--- src/rtl/bus_master_port_if.sv ---
// Request/response and serial-bus signals of bus_master_port.
//   master : the view taken by bus_master_port itself (it drives ready,
//            the response, and tx; it receives the request, grant and rx).
//   slave  : the opposite view, for the user logic / bus model that
//            talks to the port.
// Widths follow ADDR_W / DATA_W and must match the port instance.
interface bus_master_port_if #(
    parameter int ADDR_W = 14,
    parameter int DATA_W = 8
);
    logic              req_valid;
    logic              req_ready;
    logic              req_we;
    logic [ADDR_W-1:0] req_addr;
    logic [DATA_W-1:0] req_wdata;
    logic              resp_valid;
    logic [DATA_W-1:0] resp_rdata;
    logic              resp_err;
    logic              grant;
    logic              tx;
    logic              rx;

    modport master (
        input  req_valid, req_we, req_addr, req_wdata, grant, rx,
        output req_ready, resp_valid, resp_rdata, resp_err, tx
    );

    modport slave (
        output req_valid, req_we, req_addr, req_wdata, grant, rx,
        input  req_ready, resp_valid, resp_rdata, resp_err, tx
    );
endinterface

--- src/rtl/bus_master_port.sv ---
// Master-side serial bus port.
// Takes one read/write request from user logic, raises a start bit (tx=0)
// towards the arbiter, and once granted shifts out address (MSB first), a
// mode bit (1=write) and, for writes, the data byte. It then waits for the
// slave: a 0 on rx is the write acknowledge, or the start bit of read data,
// which is shifted in MSB first. Completion is a one-cycle resp_valid with
// resp_err set on grant timeout, grant loss or response timeout.
// Ports:
//   clk  - system clock, rising edge
//   rst  - asynchronous active-high reset
//   bus  - bus_master_port_if.master (request, response, grant, tx, rx)
// All outputs, including tx, come straight from flops.
module bus_master_port #(
    parameter int ADDR_W        = 14,
    parameter int DATA_W        = 8,
    parameter int GRANT_TIMEOUT = 64,
    parameter int RESP_TIMEOUT  = 256
) (
    input  logic                 clk,
    input  logic                 rst,
    bus_master_port_if.master    bus
);

    localparam int MAX_W  = (ADDR_W > DATA_W) ? ADDR_W : DATA_W;
    localparam int BIT_W  = $clog2(MAX_W + 1);
    localparam int MAX_TO = (GRANT_TIMEOUT > RESP_TIMEOUT) ? GRANT_TIMEOUT : RESP_TIMEOUT;
    localparam int TO_W   = $clog2(MAX_TO + 1);

    localparam logic [BIT_W-1:0] ADDR_LAST  = BIT_W'(ADDR_W - 1);
    localparam logic [BIT_W-1:0] DATA_LAST  = BIT_W'(DATA_W - 1);
    localparam logic [TO_W-1:0]  GRANT_LAST = TO_W'(GRANT_TIMEOUT - 1);
    localparam logic [TO_W-1:0]  RESP_LAST  = TO_W'(RESP_TIMEOUT - 1);

    typedef enum logic [2:0] {
        IDLE, REQ, ADDR, MODE, DATA, WAIT_RSP, RDATA, DONE
    } state_t;

    state_t              state_q, state_d;
    logic                we_q, we_d;
    logic [ADDR_W-1:0]   addr_sh_q, addr_sh_d;
    logic [DATA_W-1:0]   data_sh_q, data_sh_d;
    logic [DATA_W-1:0]   rd_sh_q, rd_sh_d;
    logic [BIT_W-1:0]    bit_cnt_q, bit_cnt_d;
    logic [TO_W-1:0]     to_cnt_q, to_cnt_d;
    logic                tx_q, tx_d;
    logic                req_ready_q, req_ready_d;
    logic                resp_valid_q, resp_valid_d;
    logic                resp_err_q, resp_err_d;
    logic [DATA_W-1:0]   resp_rdata_q, resp_rdata_d;

    // Completion request raised by any state; resolved once at the end.
    logic                finish;
    logic                finish_err;
    logic [DATA_W-1:0]   finish_rdata;

    always_comb begin
        state_d      = state_q;
        we_d         = we_q;
        addr_sh_d    = addr_sh_q;
        data_sh_d    = data_sh_q;
        rd_sh_d      = rd_sh_q;
        bit_cnt_d    = bit_cnt_q + BIT_W'(1);
        to_cnt_d     = (to_cnt_q == '1) ? to_cnt_q : to_cnt_q + TO_W'(1);
        tx_d         = 1'b1;
        resp_valid_d = 1'b0;
        resp_err_d   = resp_err_q;
        resp_rdata_d = resp_rdata_q;
        req_ready_d  = 1'b0;
        finish       = 1'b0;
        finish_err   = 1'b0;
        finish_rdata = '0;

        // tx_d is the value the line shows in the *next* cycle, so each
        // branch picks the bit belonging to the state being entered.
        unique case (state_q)
            IDLE: begin
                if (bus.req_valid) begin
                    we_d      = bus.req_we;
                    addr_sh_d = bus.req_addr;
                    data_sh_d = bus.req_wdata;
                    state_d   = REQ;
                    tx_d      = 1'b0;
                end
            end
            REQ: begin
                // A grant on the final allowed cycle still wins.
                if (bus.grant) begin
                    state_d = ADDR;
                    tx_d    = addr_sh_q[ADDR_W-1];
                end else if (to_cnt_q == GRANT_LAST) begin
                    finish     = 1'b1;
                    finish_err = 1'b1;
                end else begin
                    tx_d = 1'b0;
                end
            end
            ADDR: begin
                if (!bus.grant) begin
                    finish     = 1'b1;
                    finish_err = 1'b1;
                end else if (bit_cnt_q == ADDR_LAST) begin
                    state_d = MODE;
                    tx_d    = we_q;
                end else begin
                    addr_sh_d = addr_sh_q << 1;
                    tx_d      = addr_sh_d[ADDR_W-1];
                end
            end
            MODE: begin
                if (!bus.grant) begin
                    finish     = 1'b1;
                    finish_err = 1'b1;
                end else if (we_q) begin
                    state_d = DATA;
                    tx_d    = data_sh_q[DATA_W-1];
                end else begin
                    state_d = WAIT_RSP;
                end
            end
            DATA: begin
                if (!bus.grant) begin
                    finish     = 1'b1;
                    finish_err = 1'b1;
                end else if (bit_cnt_q == DATA_LAST) begin
                    state_d = WAIT_RSP;
                end else begin
                    data_sh_d = data_sh_q << 1;
                    tx_d      = data_sh_d[DATA_W-1];
                end
            end
            WAIT_RSP: begin
                // rx=0 is checked before the timeout so a response on the
                // last allowed cycle is still honoured.
                if (!bus.rx) begin
                    if (we_q) begin
                        finish = 1'b1;
                    end else begin
                        state_d = RDATA;
                    end
                end else if (to_cnt_q == RESP_LAST) begin
                    finish     = 1'b1;
                    finish_err = 1'b1;
                end
            end
            RDATA: begin
                rd_sh_d = (rd_sh_q << 1) | DATA_W'(bus.rx);
                if (bit_cnt_q == DATA_LAST) begin
                    finish       = 1'b1;
                    finish_rdata = rd_sh_d;
                end
            end
            DONE: begin
                state_d = IDLE;
            end
            default: begin
                state_d = IDLE;
            end
        endcase

        if (finish) begin
            state_d      = DONE;
            tx_d         = 1'b1;
            resp_valid_d = 1'b1;
            resp_err_d   = finish_err;
            resp_rdata_d = finish_rdata;
        end

        // Bit and timeout counters restart on every state change.
        if (state_d != state_q) begin
            bit_cnt_d = '0;
            to_cnt_d  = '0;
        end

        req_ready_d = (state_d == IDLE);
    end

    always_ff @(posedge clk or posedge rst) begin
        if (rst) begin
            state_q      <= IDLE;
            we_q         <= 1'b0;
            addr_sh_q    <= '0;
            data_sh_q    <= '0;
            rd_sh_q      <= '0;
            bit_cnt_q    <= '0;
            to_cnt_q     <= '0;
            tx_q         <= 1'b1;
            req_ready_q  <= 1'b1;
            resp_valid_q <= 1'b0;
            resp_err_q   <= 1'b0;
            resp_rdata_q <= '0;
        end else begin
            state_q      <= state_d;
            we_q         <= we_d;
            addr_sh_q    <= addr_sh_d;
            data_sh_q    <= data_sh_d;
            rd_sh_q      <= rd_sh_d;
            bit_cnt_q    <= bit_cnt_d;
            to_cnt_q     <= to_cnt_d;
            tx_q         <= tx_d;
            req_ready_q  <= req_ready_d;
            resp_valid_q <= resp_valid_d;
            resp_err_q   <= resp_err_d;
            resp_rdata_q <= resp_rdata_d;
        end
    end

    assign bus.tx         = tx_q;
    assign bus.req_ready  = req_ready_q;
    assign bus.resp_valid = resp_valid_q;
    assign bus.resp_err   = resp_err_q;
    assign bus.resp_rdata = resp_rdata_q;

endmodule

--- src/flat_wrapper.sv ---
// flat-port wrapper written by rule: the top's interface ports become plain ports
module bus_master_port_flat 
#(
    parameter int ADDR_W        = 14,
    parameter int DATA_W        = 8,
    parameter int GRANT_TIMEOUT = 64,
    parameter int RESP_TIMEOUT  = 256
)
  (clk, rst, bus_req_valid, bus_req_we, bus_req_addr, bus_req_wdata, bus_grant, bus_rx, bus_req_ready, bus_resp_valid, bus_resp_rdata, bus_resp_err, bus_tx);
  bus_master_port_if #(.ADDR_W(ADDR_W), .DATA_W(DATA_W)) bus_i ();
  input  logic clk;
  input  logic rst;
  input wire logic [$bits(bus_i.req_valid)-1:0] bus_req_valid;
  input wire logic [$bits(bus_i.req_we)-1:0] bus_req_we;
  input wire logic [$bits(bus_i.req_addr)-1:0] bus_req_addr;
  input wire logic [$bits(bus_i.req_wdata)-1:0] bus_req_wdata;
  input wire logic [$bits(bus_i.grant)-1:0] bus_grant;
  input wire logic [$bits(bus_i.rx)-1:0] bus_rx;
  output wire logic [$bits(bus_i.req_ready)-1:0] bus_req_ready;
  output wire logic [$bits(bus_i.resp_valid)-1:0] bus_resp_valid;
  output wire logic [$bits(bus_i.resp_rdata)-1:0] bus_resp_rdata;
  output wire logic [$bits(bus_i.resp_err)-1:0] bus_resp_err;
  output wire logic [$bits(bus_i.tx)-1:0] bus_tx;
  assign bus_i.req_valid = bus_req_valid;
  assign bus_i.req_we = bus_req_we;
  assign bus_i.req_addr = bus_req_addr;
  assign bus_i.req_wdata = bus_req_wdata;
  assign bus_i.grant = bus_grant;
  assign bus_i.rx = bus_rx;
  assign bus_req_ready = bus_i.req_ready;
  assign bus_resp_valid = bus_i.resp_valid;
  assign bus_resp_rdata = bus_i.resp_rdata;
  assign bus_resp_err = bus_i.resp_err;
  assign bus_tx = bus_i.tx;
  bus_master_port #(.ADDR_W(ADDR_W), .DATA_W(DATA_W), .GRANT_TIMEOUT(GRANT_TIMEOUT), .RESP_TIMEOUT(RESP_TIMEOUT)) u_core (.clk(clk), .rst(rst), .bus(bus_i));
endmodule
--- config.mk ---
export PLATFORM = sky130hd
export DESIGN_NAME = bus_master_port_flat
export DESIGN_NICKNAME = d
export VERILOG_FILES = /design/src/rtl/bus_master_port_if.sv /design/src/rtl/bus_master_port.sv /design/src/flat_wrapper.sv
export SDC_FILE = /design/constraint.sdc
export NUM_CORES = 1
export LEC_CHECK = 0
export ABC_AREA = 1
export ABC_CLOCK_PERIOD_IN_PS = 2450
export BUFFER_PORTS_ARGS = -buffer_cell sky130_fd_sc_hd__buf_4
export CAP_MARGIN = 20
export CORE_MARGIN = 3
export CORE_UTILIZATION = 55
export CTS_BUF_LIST = sky130_fd_sc_hd__clkbuf_4
export CTS_CLUSTER_SIZE = 30
export DETAILED_ROUTE_END_ITERATION = 8
export PLACE_DENSITY = 0.84
export SLEW_MARGIN = 20
export SYNTH_ARGS = -nofsm -noshare
export SYNTH_HDL_FRONTEND = slang
export SYNTH_SLANG_ARGS = --single-unit
--- constraint.sdc ---
create_clock -name clk -period 2.45 [get_ports clk]
set_input_delay 0.1225 -clock clk [delete_from_list [all_inputs] [get_ports clk]]
set_output_delay 0.1225 -clock clk [all_outputs]
set_load 0.01 [all_outputs]
==> results.md, run 1 <==
* Worst-Skew Late Latency at 0.39 ns
* Chip height at 78.62 µm
* Vias/cell at 5.210
* Util after Layout at 0.7636
* Layout area overhead at 29.29%
* DR WL met3 at 333 µm
* Final ANT Viol Nets at 0
* Startpoint Class: flop
* Flop-to-flop setup slack at 0.10 ns
* Total number of vias at 2511
* Core area at 4911 µm²
* Max cap viols at 0
* R2r endpoint: u_core.to_cnt_q[8]$_DFFE_PP0P_
* Worst hold path type: in -> reg
* First-pass GRT wire length at 11010 µm
* Combinational fraction of design power at 0.432
* DR WL met2 at 3387 µm
* Final wirelength at 6504 µm
* Switching power of the nets at 0.001556 W
* Top sig layer: met4
* Worst hold path depth at 3
* Clock share of power at 0.192
* Worst Reg2Reg Path Length in Cells at 17
* Pwr/cell area at 1035 nW/µm²
* Die footprint at 6180 µm²
* Initial Util at 0.5906
* RePlAce Congestion at 0.9172
* Syn nets at 371
* Tmin final at 2.349 ns
* Yosys warning total at 0
* CTS root buffer: clkbuf_4
* Layout cells sized above 1 at 0.2434
* Ports at 40
* CP required at 2.78 ns
* Switch share at 0.4010
* Sequential share of the synthesized area at 0.5013
* Die X at 78.62 µm
* RR Startpoint: u_core.to_cnt_q[1]$_DFFE_PP0P_
* IO buf count at 39
* Clk_skew at 0.01466 ns
* WL/cell at 13.49 µm
* Reg clk slew, reported paths at 0.10 ns
* Leading cell types in the layout, fill and taps excluded: 84 x nand2_1, 56 x dfrtp_1, 48 x buf_4
* Worst setup path class: reg -> reg
* Primary FF master, synth: dfrtp_1
* Final period utilization at 0.9588
* CTS tree: yes
* DR pass1 iterations at 5
* Setup Viol. Count Final at 0
* Pint at 0.002324 W
* Top cell type by total area after synthesis: dfrtp_1
* Initial DRC count at 225
* Num rows at 25
* Sequential Power Share at 0.376
* Leakage power at 1.805 nW
* Avg Cell Area, Syn at 8.581 µm²
* Fmax at 0.4257 GHz
* Largest net degree at the start of global routing at 59
* Status: finished clean
* Number of synthesized flops with an enable pin at 0
* Ranking of synthesized cells by area: dfrtp_1 48%, nand2_1 11%, o21ai_0 6.0%
* Most common cell after layout, fill and taps aside: nand2_1
* Syn Inst Count at 338
* Max-slew violation count at 0
* Worst-Margin Slew at 0.7163 ns
* DR DRC count at 0
* Synthesis-stage register bit count at 58
* Final hold vios at 0
* Crit. Startpoint: u_core.to_cnt_q[1]$_DFFE_PP0P_
* Layout Cells excl Fill at 482
* Rel. slew slack at 0.5224
* Number of global-route vias before repair at 2495
* Antenna diodes at 0
* Post-synth top area share at 0.4832
* Initial antenna violation count at 0
* # nets final at 443
* Synthesized area at 2900 µm²
* Total GRT Usage at 0.2288
* Max H-tree Level at 3
* GR Overflow Total at 0
* Max VDD drop at 0.5557 mV
* DRT met1 WL at 2672 µm
* DPL Wire Length at 3910 µm
* Synth unique cells at 36
* Worst hold start: bus_req_addr[13]
* Placed cell count at 438
* Hold endpoint: u_core.addr_sh_q[13]$_DFFE_PP0P_
* Max clock buf depth at 2
* Critical Path Sink Type: flop
* Worst EP arrival at 2.68 ns
* Asr flop ratio synth at 1.000
* Crit Path Max Fanout at 6
* Clock Sink Count at 58
* CTS Buf Count at 9
-- logic make-up after synthesis --
logic type                 count (synthesis)  synth area share
and+or+nand+nor                          148            0.2343
buffers and inverters                     53           0.07938
adders and majority gates                  5           0.02157
muxes                                      1          0.003451
DFF                                       58            0.5013
AOI/OAI and AO/OA                         64            0.1329
xor gates and xnor gates                   9           0.02718
-- cell type report --
cell class / instances / area (µm²)
flip-flops and latches: 58 / 1454
multi-input cells: 227 / 1271
fillers: 347 / 1161
repair buffers: 73 / 635.6
inverters: 41 / 153.9
clock inverters: 7 / 83.83
well taps: 67 / 83.83
clock buffers: 9 / 67.56
-- sequential cells by signal (all words and copies together), names as in the netlist --
register / flops
u_core.addr_sh_q: 14
u_core.bit_cnt_q: 4
u_core.bus.req_ready: 1
u_core.bus.resp_err: 1
u_core.bus.resp_rdata: 8
u_core.bus.resp_valid: 1
u_core.bus.tx: 1
u_core.data_sh_q: 8
u_core.rd_sh_q: 7
u_core.state_q: 3
u_core.to_cnt_q: 9
u_core.we_q: 1
-- per-stage QoR --
step	setup TNS (ns)	total power [W]	hold slack, ns	cell area, µm²	worst slack, ns
6_report	0	0.003880	0.05064	3750	0.1009
3_5_place_dp	0	0.002925	0.3501	3258	0.08421
3_3_place_gp	0	0.002874	0.3400	3258	0.2073
4_1_cts	0	0.003714	0.03429	3640	0.03122
5_1_grt	-0.4627	0.004187	0.02728	3750	-0.09167
2_1_floorplan	0	0.002575	0.2435	2900	0.2498
-- worst max-delay path, cell delays in order, from the launching register on --
cell	delay, ns
dfrtp_1	0.41
ha_2	0.20
nand3_2	0.09
nor2_4	0.05
and3_4	0.16
ha_4	0.15
inv_1	0.05
nand2_1	0.04
nand2_1	0.08
nor2_2	0.06
nor2_4	0.10
nand3_2	0.10
nor2_2	0.15
nor2_1	0.05
nor2_1	0.18
nand3_4	0.13
clkbuf_16	0.19
nor2_1	0.10
-- power groups by stage --
stage | combinational [W] | clock, W | sequential (W)
after floorplan | 0.00117 | 0 | 0.00141
after global placement | 0.00141 | 0 | 0.00146
after detailed placement | 0.00146 | 0 | 0.00147
after CTS | 0.00150 | 0.000765 | 0.00145
after global routing | 0.00189 | 0.000808 | 0.00149
final | 0.00168 | 0.000746 | 0.00146
-- routing by layer --
layer / GRT usage / up-vias
met5: 0 / -
met4: 0.07692 / 0
met3: 0.07110 / 13
met2: 0.3930 / 63
met1: 0.2709 / 1194
li1: - / 1241
-- what timing repair did --
| item | in CTS | in global routing |
|---|---|---|
| endpoints found under the setup margin | 0 | 13 |
| hold endpoints to repair | 79 | 0 |
| resized for setup | 0 | 13 |
| hold buffers | 23 | 0 |
| buffers inserted | 0 | 4 |
-- Yosys cell counts (2+ instances only) --
cell type,n
o21ai_0,35
xnor2_1,2
nand3_2,2
nor2_4,4
nor3_1,2
o211ai_1,18
a21oi_1,5
nor2_1,23
dfstp_2,2
nand3_1,14
nand4_1,2
inv_1,36
clkbuf_1,3
xor2_1,7
buf_6,3
dfrtp_1,56
buf_2,4
nand2_1,85
nor2_2,10
ha_1,5
inv_2,5
-- how the worst max path moves through the flow --
stage / to / slack (ns) / cells after the start
global placement: u_core.to_cnt_q[8]$_DFFE_PP0P_ / 0.21 / 18
CTS: u_core.to_cnt_q[7]$_DFFE_PP0P_ / 0.03 / 18
finish: u_core.to_cnt_q[8]$_DFFE_PP0P_ / 0.10 / 17
floorplan: u_core.bit_cnt_q[0]$_DFF_PP0_ / 0.25 / 18
detailed placement: u_core.to_cnt_q[7]$_DFFE_PP0P_ / 0.08 / 18
global route: u_core.to_cnt_q[8]$_DFFE_PP0P_ / -0.09 / 18
No activity file was read; power rests on OpenSTA's default activity.
==> run 2, diff against run 1 <==
- CORE_UTILIZATION: 55 -> 59
- PLACE_DENSITY: 0.84 -> 0.89
==> results.md, run 2 (synthesized netlist as in run 1, its figures left out) <==
* Max reg flops at 14 (unchanged)
* Switching power of the nets at 0.001682 W (+8.1%)
* Clock share of power at 0.192 (about the same)
* Biggest regs: u_core.addr_sh_q: 14 flops, u_core.to_cnt_q: 9 flops
* Crit Path Max Fanout at 7 (+1)
* # nets final at 445 (+0.45%)
* Chip height at 76.11 µm (-3.2%)
* Initial antenna violation count at 0 (unchanged)
* DR DRC count at 0 (unchanged)
* GRT met2 Usage at 0.4397 (+0.04668)
* Worst hold path type: in -> reg
* Fill cell count at 268 (-23%)
* Status: finished clean
* Combinational fraction of design power at 0.445 (+0.013)
* Vias/cell at 5.591 (+7.3%)
* Initial DRC count at 357 (+59%)
* Largest net degree at the start of global routing at 42 (-29%)
* GR Util met1 at 0.3020 (+0.03115)
* Worst EP arrival at 2.76 ns (+0.08 ns)
* Core area at 4534 µm² (-7.7%)
* Leakage power at 1.816 nW (+0.60%)
* Placed cell count at 438 (unchanged)
* Footprint of the multi-input gates at 1286 µm² (+1.2%)
* WL/cell at 15.39 µm (+14%)
* DR pass1 iterations at 7 (+2)
* GR Overflow Total at 0 (unchanged)
* Final setup margin at 0.01100 ns (-0.08992 ns)
* Place WS at 0.07496 ns (-0.009249 ns)
* Num rows at 24 (-4.0%)
* Switch share at 0.4142 (+0.01317)
* Max cap viols at 0 (unchanged)
* Number of global-route vias before repair at 2651 (+6.3%)
* Sequential Power Share at 0.363 (-0.013)
* First-pass GRT wire length at 11700 µm (+6.3%)
* Worst-Skew Late Latency at 0.40 ns (about the same)
* Reg clk slew, reported paths at 0.10 ns (about the same)
* Tmin final at 2.439 ns (+0.08992 ns)
* Max VDD drop at 0.6235 mV (+12%)
* Total number of vias at 2695 (+7.3%)
* Setup Viol. Count Final at 0 (unchanged)
* Die X at 76.11 µm (-3.2%)
* RePlAce Congestion at 0.9291 (+1.3%)
* CP required at 2.78 ns (about the same)
* Max clock buf depth at 2 (unchanged)
* Reg area at 1454 µm² (unchanged)
* Rel. slew slack at 0.4521 (-0.07034)
* Startpoint Class: flop
* Final hold vios at 0 (unchanged)
* Layout area overhead at 30.24%
* Clk_skew at 0.01285 ns (-0.001808 ns)
* DPL Wire Length at 4351 µm (+11%)
* Worst-Margin Slew at 0.8207 ns (+0.1043 ns)
* Antenna diodes at 0 (unchanged)
* Final ANT Viol Nets at 0 (unchanged)
* Most common cell after layout, fill and taps aside: nand2_1
* Fin Setup TNS at 0 ns (unchanged)
* Initial Util at 0.6396 (+0.04905)
* Pint at 0.002380 W (+2.4%)
* Grt peak-use layer: met2
* Final period utilization at 0.9955 (+0.03670)
* Leading cell types in the layout, fill and taps excluded: 80 x nand2_1, 56 x dfrtp_1, 52 x buf_4
* CTS root buffer: clkbuf_4
* M3 GR Usage at 0.06265 (-0.008453)
* Pwr/cell area at 1075 nW/µm² (+3.9%)
* Ports at 40 (unchanged)
* IO buf count at 39 (unchanged)
* Clock Sink Count at 58 (unchanged)
* Layout Cells excl Fill at 482 (unchanged)
* Die footprint at 5793 µm² (-6.3%)
* Worst setup path class: reg -> reg
* Max-slew violation count at 0 (unchanged)
* Total GRT Usage at 0.2529 (+0.02418)
* Critical Path Sink Type: flop
* Max H-tree Level at 3 (unchanged)
* Fmax at 0.4100 GHz (-3.7%)
* CTS tree: yes
* Final wirelength at 7420 µm (+14%)
* CTS Buf Count at 9 (unchanged)
* Largest Register: u_core.addr_sh_q
* Layout cells sized above 1 at 0.2686 (+0.02521)
==> run 2: cell types whose count changed in the layout (fill, tap and decap cells not counted), sizes merged <==
cell         previous run  this run
buf                    49        53
dlygate4sd3            23        21
clkbuf                 10        11
clkinv                  4         3
==> run 2: worst max-delay path, stage by stage (launching register included) <==
cell,delay [ns]
dfrtp_1,0.41
ha_2,0.22
nand3_2,0.10
nor2_4,0.15
and3_4,0.21
ha_4,0.13
inv_1,0.04
nand2_1,0.07
nand2_1,0.06
nor2_2,0.15
nor2_4,0.05
inv_2,0.06
nor2_4,0.06
nand2_2,0.10
nand2_2,0.06
nand2_2,0.10
nand3_4,0.10
clkbuf_16,0.18
nor2_2,0.10
==> run 2: worst paths after layout <==
kind                                                            from                                    to  slack, ns  cells after the start
worst max register to register        u_core.to_cnt_q[1]$_DFFE_PP0P_        u_core.to_cnt_q[6]$_DFFE_PP0P_       0.01                     18
max in group asynchronous                                        rst         u_core.rd_sh_q[0]$_DFFE_PP0N_       1.32                      4
min in group asynchronous                                        rst        u_core.to_cnt_q[2]$_DFFE_PP0P_       0.44                      3
worst max-delay path                  u_core.to_cnt_q[1]$_DFFE_PP0P_        u_core.to_cnt_q[6]$_DFFE_PP0P_       0.01                     18
worst min-delay path                                 bus_req_addr[1]       u_core.addr_sh_q[1]$_DFFE_PP0P_       0.03                      3
worst min register to register  u_core.bus.resp_rdata[4]$_DFFE_PP0P_  u_core.bus.resp_rdata[4]$_DFFE_PP0P_       0.50                      2
==> run 2: power groups by stage <==
stage	Sequential (W)	Clock, W	Combinational [W]
2_1_floorplan	0.00141	0	0.00117
3_3_place_gp	0.00146	0	0.00142
3_5_place_dp	0.00148	0	0.00149
4_1_cts	0.00145	0.000782	0.00153
5_1_grt	0.00150	0.000831	0.00200
6_report	0.00147	0.000780	0.00181
==> run 2: stage by stage <==
| step | total power [W] | util | hold slack, ns | area (µm²) |
|---|---|---|---|---|
| after global placement | 0.002880 | 0.7213 | 0.3387 | 3271 |
| after detailed placement | 0.002965 | 0.7213 | 0.3425 | 3271 |
| after CTS | 0.003767 | 0.8022 | 0.004376 | 3637 |
| after floorplan | 0.002575 | - | 0.2435 | 2900 |
| after global routing | 0.004332 | 0.8331 | 0.03264 | 3777 |
| final | 0.004062 | 0.8331 | 0.03417 | 3777 |
==> run 2: area by class of cell <==
type,count,area share
Multi-Input combinational cell,227,0.3405
Inverter,41,0.04074
Clock inverter,6,0.02153
Timing Repair Buffer,75,0.1709
Clock buffer,10,0.01987
Sequential cell,58,0.3849
Tap cell,65,0.02153
==> run 2: what timing repair did <==
action | in CTS | in global routing
hold buffers | 21 | 0
gates resized for setup | 0 | 19
endpoints found under the hold margin | 58 | 0
setup endpoints to repair | 0 | 13
setup buffers | 0 | 6
==> run 2: routing by layer <==
| metal | vias to the layer above | wire length (µm) |
|---|---|---|
| met5 | - | 0 |
| met4 | 0 | 213 |
| met3 | 32 | 487 |
| met2 | 129 | 3815 |
| met1 | 1284 | 2904 |
| li1 | 1250 | - |
==> run 3, diff against run 2 <==
- RECOVER_POWER: default -> 25
==> results.md, run 3 (synthesized netlist as in run 1, its figures left out) <==
* GR Overflow Total at 0 (unchanged)
* Tot Pwr at 0.004057 W (-0.12%)
* CTS root buffer: clkbuf_4
* Clock share of power at 0.192 (about the same)
* First-pass GRT wire length at 11700 µm (unchanged)
* # nets final at 445 (unchanged)
* CTS tree: yes
* Slowest cell on the critical path: dfrtp_1
* Biggest regs: u_core.addr_sh_q: 14 flops, u_core.to_cnt_q: 9 flops
* R2r endpoint: u_core.to_cnt_q[6]$_DFFE_PP0P_
* RR Startpoint: u_core.to_cnt_q[1]$_DFFE_PP0P_
* Setup Viol. Count Final at 0 (unchanged)
* Chip height at 76.11 µm (unchanged)
* Pwr/cell area at 1082 nW/µm² (+0.58%)
* Die X at 76.11 µm (unchanged)
* Final period utilization at 0.9957 (about the same)
* Crit Path Max Fanout at 7 (unchanged)
* Vias/cell at 5.664 (+1.3%)
* Final hold vios at 0 (unchanged)
* Fmax at 0.4099 GHz (about the same)
* Initial DRC count at 346 (-3.1%)
* Worst hold path depth at 3 (unchanged)
* Crit path cell chain: ha_2, nand3_2, nor2_4, and3_4, ha_4, inv_1, nand2_1, nand2_1, nor2_2, nor2_4, inv_2, nor2_4, nand2_2, nand2_2, nand2_2, nand3_4, clkbuf_16, nor2_2
* Clk_skew at 0.01292 ns (+0.00007020 ns)
* Crit. Startpoint: u_core.to_cnt_q[1]$_DFFE_PP0P_
* IO buf count at 39 (unchanged)
* Initial Util at 0.6396 (unchanged)
* Flop-to-flop setup slack at 0.01 ns (about the same)
* Largest net degree at the start of global routing at 42 (unchanged)
* Max VDD drop at 0.6222 mV (-0.20%)
* Total number of vias at 2730 (+1.3%)
* Max incr delay on CP at 0.41 ns (about the same)
* Switching power of the nets at 0.001684 W (+0.11%)
* Worst setup path class: reg -> reg
* WL/cell at 15.38 µm (about the same)
* Num rows at 24 (unchanged)
* Total GRT Usage at 0.2529 (unchanged)
* Hold endpoint: u_core.addr_sh_q[1]$_DFFE_PP0P_
* Pint at 0.002373 W (-0.28%)
* Max clock buf depth at 2 (unchanged)
* Tmin final at 2.439 ns (+0.0004555 ns)
* Initial antenna violation count at 0 (unchanged)
* Status: finished with violations
* Fin Setup TNS at 0 ns (unchanged)
* Leading cell types in the layout, fill and taps excluded: 80 x nand2_1, 56 x dfrtp_1, 44 x buf_4
* Most common cell after layout, fill and taps aside: nand2_1
* Max H-tree Level at 3 (unchanged)
* Clock Sink Count at 58 (unchanged)
* Startpoint Class: flop
* Final ANT Viol Nets at 0 (unchanged)
* Final wirelength at 7414 µm (about the same)
* Worst-Skew Late Latency at 0.41 ns (about the same)
* Ports at 40 (unchanged)
* Worst hold start: bus_req_addr[1]
* Layout area overhead at 29.34%
* Critical Path Sink Type: flop
* Die footprint at 5793 µm² (unchanged)
* Worst hold path type: in -> reg
* DPL Wire Length at 4351 µm (unchanged)
* Fin Hold WS at 0.03182 ns (-0.002341 ns)
* Antenna diodes at 0 (unchanged)
* Largest Register: u_core.addr_sh_q
* Failing checks: max-capacitance violations
* Max-slew violation count at 0 (unchanged)
* Switch share at 0.4151 (+0.0009314)
* CP required at 2.78 ns (about the same)
* Combinational fraction of design power at 0.444 (about the same)
* Core area at 4534 µm² (unchanged)
* Max reg flops at 14 (unchanged)
* DR DRC count at 0 (unchanged)
* Reg clk slew, reported paths at 0.10 ns (about the same)
* Worst-Margin Slew at 1.487 ns (+0.6660 ns)
* DR pass1 iterations at 5 (-2)
* Worst EP arrival at 2.77 ns (about the same)
* Leakage power at 1.787 nW (-1.6%)
* RePlAce Congestion at 0.9291 (unchanged)
* Rel. slew slack at 0.007818 (-0.4443)
* Layout cells sized above 1 at 0.2494 (-0.01918)
* Sequential Power Share at 0.364 (about the same)
* Max cap viols at 1 (+1)
* Worst Reg2Reg Path Length in Cells at 18 (unchanged)
* Number of global-route vias before repair at 2651 (unchanged)
* CTS Buf Count at 9 (unchanged)
-- run 3: worst max-delay path by stage --
stage	end	slack [ns]	cells after the start
after global placement	u_core.to_cnt_q[8]$_DFFE_PP0P_	0.18	18
after CTS	u_core.bit_cnt_q[3]$_DFF_PP0_	0.03	18
after floorplan	u_core.bit_cnt_q[0]$_DFF_PP0_	0.25	18
final	u_core.to_cnt_q[6]$_DFFE_PP0P_	0.01	18
after global routing	u_core.to_cnt_q[6]$_DFFE_PP0P_	-0.11	18
after detailed placement	u_core.bit_cnt_q[3]$_DFF_PP0_	0.07	18
-- run 3: cell type report --
class	count	area, µm²
Clock buffer	10	75.07
Clock inverter	6	81.33
Fill cell	276	783.3
Inverter	41	153.9
Multi-Input combinational cell	227	1286
Sequential cell	58	1454
Tap cell	65	81.33
Timing Repair Buffer	75	619.3
-- run 3: through the flow --
step                      utilization  instance area (µm²)  std cells  setup WS (ns)
after global routing           0.8273                 3751        482        -0.1132
final                          0.8273                 3751        482        0.01054
after detailed placement       0.7213                 3271        438        0.07496
after global placement         0.7213                 3271        438         0.1801
after CTS                      0.8022                 3637        475        0.03499
after floorplan                     -                 2900        338         0.2498
-- run 3: repair_timing --
action                                 4_1_cts  5_1_grt
setup endpoints to repair                    0       13
hold buffers                                21        0
endpoints found under the hold margin       58        0
setup buffers                                0        6
resized for setup                            0       19
-- run 3: worst max-delay path: cells and delay by family (launching register included) --
family                     cells  cell delay (ns)
and+or+nand+nor               13             1.30
DFF                            1             0.41
buffers and inverters          3             0.28
adders and majority gates      2             0.35
-- run 3: power by group through the flow --
stage	sequential (W)	clock (W)	combinational, W
2_1_floorplan	0.00141	0	0.00117
3_3_place_gp	0.00146	0	0.00142
3_5_place_dp	0.00148	0	0.00149
4_1_cts	0.00145	0.000782	0.00153
5_1_grt	0.00150	0.000831	0.00199
6_report	0.00148	0.000780	0.00180
-- run 3: routing by layer --
layer  up-vias  part of all wire  wire length [µm]  track usage
met1      1329              0.40              2929       0.3020
met4         0             0.029               212      0.09964
met3        26             0.057               419      0.06265
met2       124              0.52              3852       0.4397
met5         -                 0                 0            0
li1       1251                 -                 -            -
